## src/rtl/mu0_pkg.sv

```systemverilog
// Shared MU0 definitions: opcodes, ALU function encodings and control states.
package mu0_pkg;

    localparam logic [3:0] OP_LDA = 4'd0;
    localparam logic [3:0] OP_STO = 4'd1;
    localparam logic [3:0] OP_ADD = 4'd2;
    localparam logic [3:0] OP_SUB = 4'd3;
    localparam logic [3:0] OP_JMP = 4'd4;
    localparam logic [3:0] OP_JGE = 4'd5;
    localparam logic [3:0] OP_JNE = 4'd6;
    localparam logic [3:0] OP_STP = 4'd7;

    typedef enum logic [1:0] {
        ALU_PASS_Y = 2'b00,
        ALU_ADD    = 2'b01,
        ALU_SUB    = 2'b10,
        ALU_INC    = 2'b11
    } alu_fs_e;

    typedef enum logic [1:0] {
        FETCH   = 2'd0,
        EXECUTE = 2'd1,
        HALT    = 2'd2
    } state_e;

endpackage

```

## src/rtl/mu0_control_if.sv

```systemverilog
// Control bundle between the MU0 sequencer (master) and datapath/memory (slave).
interface mu0_control_if;

    logic [3:0] F;
    logic       N;
    logic       Z;
    logic       mem_ack;
    logic       Addr_sel;
    logic       X_sel;
    logic       Y_sel;
    logic [1:0] ALU_fs;
    logic       ACC_load;
    logic       PC_load;
    logic       IR_load;
    logic       Rd;
    logic       Wr;
    logic       Halted;
    logic       bus_err;
    logic       illegal_op;

    modport master (
        input  F, N, Z, mem_ack,
        output Addr_sel, X_sel, Y_sel, ALU_fs, ACC_load, PC_load, IR_load,
               Rd, Wr, Halted, bus_err, illegal_op
    );

    modport slave (
        output F, N, Z, mem_ack,
        input  Addr_sel, X_sel, Y_sel, ALU_fs, ACC_load, PC_load, IR_load,
               Rd, Wr, Halted, bus_err, illegal_op
    );

endinterface

```

## src/rtl/mu0_wait_timer.sv

```systemverilog
// Memory wait-state watchdog: flags the WAIT_MAX-th consecutive unacknowledged access cycle.
module mu0_wait_timer #(
    parameter int unsigned WAIT_MAX = 15
) (
    input  logic Clk,
    input  logic Reset,
    input  logic access,
    input  logic mem_ack,
    input  logic state_change,
    output logic timeout
);

    localparam int unsigned W = $clog2(WAIT_MAX + 1);
    localparam logic [W-1:0] LIMIT = W'(WAIT_MAX);
    localparam logic [W-1:0] LAST  = W'(WAIT_MAX - 1);

    logic [W-1:0] count;

    always_ff @(posedge Clk or posedge Reset) begin
        if (Reset) begin
            count <= '0;
        end else if (mem_ack || state_change) begin
            count <= '0;
        end else if (access && (count != LIMIT)) begin
            count <= count + 1'b1;
        end
    end

    // count holds the unacknowledged cycles already seen, so this is the WAIT_MAX-th
    assign timeout = access && !mem_ack && (count == LAST);

endmodule

```

## src/rtl/mu0_control.sv

```systemverilog
// MU0 sequencing control: fetch/execute FSM, strobe decode, sticky error flags.
module mu0_control
    import mu0_pkg::*;
#(
    parameter int unsigned WAIT_MAX = 15
) (
    input  logic          Clk,
    input  logic          Reset,
    mu0_control_if.master bus
);

    state_e  state, next_state;
    alu_fs_e alu_fs;
    logic    addr_sel, x_sel, y_sel;
    logic    acc_load, pc_load, ir_load, rd, wr;
    logic    set_ill, timeout;
    logic    bus_err_q, illegal_q;

    mu0_wait_timer #(.WAIT_MAX(WAIT_MAX)) u_wait (
        .Clk          (Clk),
        .Reset        (Reset),
        .access       (rd | wr),
        .mem_ack      (bus.mem_ack),
        .state_change (next_state != state),
        .timeout      (timeout)
    );

    always_ff @(posedge Clk or posedge Reset) begin
        if (Reset) begin
            state     <= FETCH;
            bus_err_q <= 1'b0;
            illegal_q <= 1'b0;
        end else begin
            state <= next_state;
            if (timeout) bus_err_q <= 1'b1;
            if (set_ill) illegal_q <= 1'b1;
        end
    end

    always_comb begin
        next_state = state;
        alu_fs     = ALU_PASS_Y;
        addr_sel   = 1'b0;
        x_sel      = 1'b0;
        y_sel      = 1'b0;
        acc_load   = 1'b0;
        pc_load    = 1'b0;
        ir_load    = 1'b0;
        rd         = 1'b0;
        wr         = 1'b0;
        set_ill    = 1'b0;
        unique case (state)
            FETCH: begin
                rd      = 1'b1;
                x_sel   = 1'b1;
                alu_fs  = ALU_INC;
                ir_load = bus.mem_ack;
                pc_load = bus.mem_ack;
                if (bus.mem_ack) next_state = EXECUTE;
            end
            EXECUTE: begin
                unique case (bus.F)
                    OP_LDA, OP_ADD, OP_SUB: begin
                        addr_sel = 1'b1;
                        rd       = 1'b1;
                        acc_load = bus.mem_ack;
                        alu_fs   = (bus.F == OP_LDA) ? ALU_PASS_Y :
                                   (bus.F == OP_ADD) ? ALU_ADD : ALU_SUB;
                        if (bus.mem_ack) next_state = FETCH;
                    end
                    OP_STO: begin
                        addr_sel = 1'b1;
                        wr       = 1'b1;
                        if (bus.mem_ack) next_state = FETCH;
                    end
                    OP_JMP, OP_JGE, OP_JNE: begin
                        y_sel      = 1'b1;
                        pc_load    = (bus.F == OP_JMP) ? 1'b1 :
                                     (bus.F == OP_JGE) ? !bus.N : !bus.Z;
                        next_state = FETCH;
                    end
                    OP_STP: next_state = HALT;
                    default: begin
                        set_ill    = 1'b1;
                        next_state = FETCH;
                    end
                endcase
            end
            HALT: ;
            default: next_state = FETCH;
        endcase
        if (timeout) next_state = HALT;
    end

    // state sits at FETCH throughout reset, so strobes are gated here to stay low
    assign bus.Addr_sel   = addr_sel & ~Reset;
    assign bus.X_sel      = x_sel & ~Reset;
    assign bus.Y_sel      = y_sel & ~Reset;
    assign bus.ALU_fs     = Reset ? 2'b00 : alu_fs;
    assign bus.ACC_load   = acc_load & ~Reset;
    assign bus.PC_load    = pc_load & ~Reset;
    assign bus.IR_load    = ir_load & ~Reset;
    assign bus.Rd         = rd & ~Reset;
    assign bus.Wr         = wr & ~Reset;
    assign bus.Halted     = (state == HALT) & ~Reset;
    assign bus.bus_err    = bus_err_q;
    assign bus.illegal_op = illegal_q;

endmodule

```

## src/flat_wrapper.sv

```systemverilog
// flat-port wrapper written by rule: the top's interface ports become plain ports
module mu0_control_flat import mu0_pkg::*;
#(
    parameter int unsigned WAIT_MAX = 15
)
  (Clk, Reset, bus_F, bus_N, bus_Z, bus_mem_ack, bus_Addr_sel, bus_X_sel, bus_Y_sel, bus_ALU_fs, bus_ACC_load, bus_PC_load, bus_IR_load, bus_Rd, bus_Wr, bus_Halted, bus_bus_err, bus_illegal_op);
  mu0_control_if bus_i ();
  input  logic Clk;
  input  logic Reset;
  input wire logic [$bits(bus_i.F)-1:0] bus_F;
  input wire logic [$bits(bus_i.N)-1:0] bus_N;
  input wire logic [$bits(bus_i.Z)-1:0] bus_Z;
  input wire logic [$bits(bus_i.mem_ack)-1:0] bus_mem_ack;
  output wire logic [$bits(bus_i.Addr_sel)-1:0] bus_Addr_sel;
  output wire logic [$bits(bus_i.X_sel)-1:0] bus_X_sel;
  output wire logic [$bits(bus_i.Y_sel)-1:0] bus_Y_sel;
  output wire logic [$bits(bus_i.ALU_fs)-1:0] bus_ALU_fs;
  output wire logic [$bits(bus_i.ACC_load)-1:0] bus_ACC_load;
  output wire logic [$bits(bus_i.PC_load)-1:0] bus_PC_load;
  output wire logic [$bits(bus_i.IR_load)-1:0] bus_IR_load;
  output wire logic [$bits(bus_i.Rd)-1:0] bus_Rd;
  output wire logic [$bits(bus_i.Wr)-1:0] bus_Wr;
  output wire logic [$bits(bus_i.Halted)-1:0] bus_Halted;
  output wire logic [$bits(bus_i.bus_err)-1:0] bus_bus_err;
  output wire logic [$bits(bus_i.illegal_op)-1:0] bus_illegal_op;
  assign bus_i.F = bus_F;
  assign bus_i.N = bus_N;
  assign bus_i.Z = bus_Z;
  assign bus_i.mem_ack = bus_mem_ack;
  assign bus_Addr_sel = bus_i.Addr_sel;
  assign bus_X_sel = bus_i.X_sel;
  assign bus_Y_sel = bus_i.Y_sel;
  assign bus_ALU_fs = bus_i.ALU_fs;
  assign bus_ACC_load = bus_i.ACC_load;
  assign bus_PC_load = bus_i.PC_load;
  assign bus_IR_load = bus_i.IR_load;
  assign bus_Rd = bus_i.Rd;
  assign bus_Wr = bus_i.Wr;
  assign bus_Halted = bus_i.Halted;
  assign bus_bus_err = bus_i.bus_err;
  assign bus_illegal_op = bus_i.illegal_op;
  mu0_control #(.WAIT_MAX(WAIT_MAX)) u_core (.Clk(Clk), .Reset(Reset), .bus(bus_i));
endmodule
```

## config.mk

```make
export PLATFORM = sky130hd
export DESIGN_NAME = mu0_control_flat
export DESIGN_NICKNAME = d
export VERILOG_FILES = /design/src/rtl/mu0_pkg.sv /design/src/rtl/mu0_control_if.sv /design/src/rtl/mu0_wait_timer.sv /design/src/rtl/mu0_control.sv /design/src/flat_wrapper.sv
export SDC_FILE = /design/constraint.sdc
export NUM_CORES = 1
export LEC_CHECK = 0
export CAP_MARGIN = 30
export CORE_AREA = 2 2 39 41
export CTS_CLUSTER_SIZE = 14
export DETAILED_ROUTE_END_ITERATION = 8
export DIE_AREA = 0 0 41 43
export GPL_TIMING_DRIVEN = 0
export PLACE_DENSITY = 0.79
export SYNTH_ARGS = -nofsm -noshare
export SYNTH_HDL_FRONTEND = slang
export SYNTH_SLANG_ARGS = --single-unit
```

## constraint.sdc

```tcl
create_clock -name Clk -period 4.55 [get_ports Clk]
set_clock_uncertainty 0.2 [all_clocks]
set_input_delay 1.365 -clock Clk [delete_from_list [all_inputs] [get_ports Clk]]
set_output_delay 1.365 -clock Clk [all_outputs]
set_load 0.02 [all_outputs]
```

==> summary.md <==
| Metric | Value |
|---|---|
| Critical path launch point type | `input pin` |
| Tcrit/Tclk final | `a little over nine tenths` |
| CP Capture Type | `output pin` |
| Die area | `1760 um^2` |
| XOR/XNOR Fraction of Synth Area | `0%` |
| Fillers | `127` |
| Most common cell after layout, fill and taps aside | `clkdlybuf4s50_1` |
| WP data arrival | `2.84 ns` |
| Number of global-route vias before repair | `576` |
| Vias per cell | `5.73` |
| Clock-pin slew on the worst setup and hold paths | `approximately 0.05 ns` |
| Met2 Wirelength | `roughly 740 um` |
| DR WL met3 | `152 um` |
| Status | `finished clean` |
| Met1 wire length | `between 600 and 700 um` |
| MaxCap Viol Count | `0` |
| Max VDD drop | `0.137 mV` |
| Final worst path period need | `about 4.4 ns` |
| Post-Syn Area | `576 um^2` |
| Worst Tran Pin Value | `0.502 ns` |
| Root Buffer | `clkbuf_4` |
| FF/Latch Area | `between 200 and 250 um^2` |
| Leakage power total | `about 0.42 nW` |
| Diode count | `0` |
| Post-cts hold buffer count | `0` |
| Mux share of post-synthesis cell area | `0%` |
| Share of cells above drive strength 1 | `10.0%` |
| Die W | `between 40 and 50 um` |
| Worst EP required | `~3 ns` |
| Fin nets | `103` |
| WL/cell | `14.3 um` |
| Adder and majority cell fraction of the synthesized area | `4.35%` |
| Worst relative slew slack | `roughly 66%` |
| Compound-cell area share of the yosys netlist | `24.6%` |
| Placer Congestion | `0.760` |
| Core ar. | `roughly 1400 um^2` |
| Drt pass-1 iters | `4` |
| Flops & latches, synth | `8` |
| Fmax | `227 MHz` |
| CTS resizes | `10` |
| Net count after synthesis | `77` |
| Max layer used | `met3` |
| Inserted Clock Buffers | `3` |
| I/O Buffers | `21` |
| GRT Util Overall | `20.1%` |
| Post-synth cell types | `32` |
| Clock Sinks | `8` |
| Commonest non-fill, non-tap cells in the layout | `clkdlybuf4s50_1, dfrtp_1, dlygate4sd2_1` |
| Clock Tree Buf Depth | `2` |
| Max FO, Critical Path | `5` |
| Die H | `43 um` |
| Pin count of the biggest net entering global routing | `11` |
| DRC | `0` |
| Std-Cell Rows | `14` |
| Endpoints failing setup | `0` |
| Setup slack, reg-to-reg | `about 2.8 ns` |
| Routed WL | `approximately 1.5 mm` |
| Antenna-violating nets left | `0` |
| Area occupied by multi-input gates | `357 um^2` |
| Post-CTS Setup Inserts | `0` |
| DP HPWL | `1.15 mm` |
| Initial antenna violation count | `0` |
| Unrepaired setup endpoints after global routing | `no` |
| Iteration-0 DRC Markers | `9` |
| Synthesized area per cell | `8.72 um^2` |
| Largest family of logic cells by synthesized area | `simple AND/OR/NAND/NOR gates` |
| Area after DPL | `806 um^2` |
| Gate Count Post-Synth | `66` |
| Syn. warnings | `0` |
| Area grow syn2layout | `45.9%` |
| IO Count | `22` |
| Worst setup path category | `in -> out` |
| Final Hold Viols | `0` |
| Via count | `607` |
| Pins Over Slew Limit | `0` |
| Initial Util | `roughly two fifths` |
| Sequential share of the synthesized area | `between 30% and 40%` |
| Simple-gate area share of the yosys netlist | `31.7%` |
| Clock Latency Late Sink | `around 0.25 ns` |
| CTS H-tree depth | `1` |
| PD cells | `256 nW/um^2` |
| Hold Path Class | `reg -> reg` |
| Design area | `840 um^2` |
| CTS tree | `built` |
| Total power | `0.215 mW` |
| First-pass GRT wire length | `about 2.5 mm` |
| Global route overflow | `0` |
cells by family after synthesis:
| kind of cell | after synthesis |
|---|---|
| simple gates | 30 |
| compound gates | 21 |
| flops | 8 |
| buf+inv | 5 |
| fa+ha+maj | 2 |
through the flow:
step / instances / setup slack, ns / util [%] / hold WS (ns) / setup TNS, ns
final: 106 / 0.145 / 60.7 / 0.266 / 0
after global routing: 106 / 0.0700 / 60.7 / 0.289 / 0
after CTS: 106 / 0.0105 / 59.8 / 0.273 / 0
after detailed placement: 103 / -0.201 / 58.2 / 0.262 / -1.25
after global placement: 103 / -0.184 / 58.2 / 0.250 / -1.04
after floorplan: 66 / 0.701 / - / 0.309 / 0
per-layer routing:
metal  up-vias  GRT usage (%)
met2        27           33.1
li1        306              -
met4         0           8.00
met3         0           2.62
met5         -              0
met1       274           25.2
path summary, 6_finish.rpt:
path / startpoint / to / depth (start not counted)
max in group asynchronous: Reset / u_core.bus.bus_err$_DFFE_PP0N_ / 2
max reg2reg: u_core.u_wait.count[0]$_DFFE_PP0P_ / u_core.u_wait.count[3]$_DFFE_PP0P_ / 5
max: bus_F[2] / bus_PC_load / 5
min: u_core.bus.illegal_op$_DFFE_PP0P_ / u_core.bus.illegal_op$_DFFE_PP0P_ / 1
min in group asynchronous: Reset / u_core.state[1]$_DFF_PP0_ / 2
min reg2reg: u_core.bus.illegal_op$_DFFE_PP0P_ / u_core.bus.illegal_op$_DFFE_PP0P_ / 1
state kept, by name, indices dropped and copies added, names as in the netlist:
name                   flops
u_core.bus.bus_err         1
u_core.state               2
u_core.u_wait.count        4
u_core.bus.illegal_op      1
cell usage after synthesis (all sizes together):
master | instances | area (um^2)
dfrtp | 8 | 200
a21oi | 6 | 30.0
nor2 | 5 | 18.8
nand2 | 4 | 15.0
and3 | 3 | 18.8
inv | 3 | 11.3
nor3 | 3 | 15.0
a211oi | 2 | 15.0
a31o | 2 | 17.5
a31oi | 2 | 12.5
ha | 2 | 25.0
nand2b | 2 | 12.5
nand3 | 2 | 10.0
nand3b | 2 | 15.0
nor3b | 2 | 15.0
nor4b | 2 | 17.5
o21bai | 2 | 15.0
a211o | 1 | 8.76
a21boi | 1 | 7.51
and4 | 1 | 8.76
and4b | 1 | 10.0
buf | 1 | 11.3
clkbuf | 1 | 3.75
nand4 | 1 | 6.26
nand4b | 1 | 8.76
nand4bb | 1 | 11.3
o21a | 1 | 7.51
o21ai | 1 | 5.00
o22ai | 1 | 6.26
o31a | 1 | 8.76
o31ai | 1 | 7.51
area by class of cell:
| cell class | count | share of cell area [%] |
|---|---|---|
| Tap cell | 16 | 2.38 |
| Sequential cell | 8 | 23.8 |
| Multi-Input combinational cell | 53 | 42.5 |
| Timing Repair Buffer | 21 | 25.2 |
| Clock buffer | 3 | 2.68 |
| Buffer | 2 | 1.79 |
| Inverter | 3 | 1.64 |
worst max-delay path: stages:
cell and delay, ns:
clkdlybuf4s50_1 0.59, nand4bb_1 0.21, o21bai_1 0.20, a21oi_1 0.13, dlygate4sd2_1 0.34
where the power goes:
group          switching (mW)  leakage (nW)  internal [mW]  total [mW]
logic                  0.0438         0.308         0.0328      0.0765
registers             0.00627         0.103         0.0767      0.0830
clock network          0.0248        0.0138         0.0302      0.0551
Power figures use the tool's default switching activity.
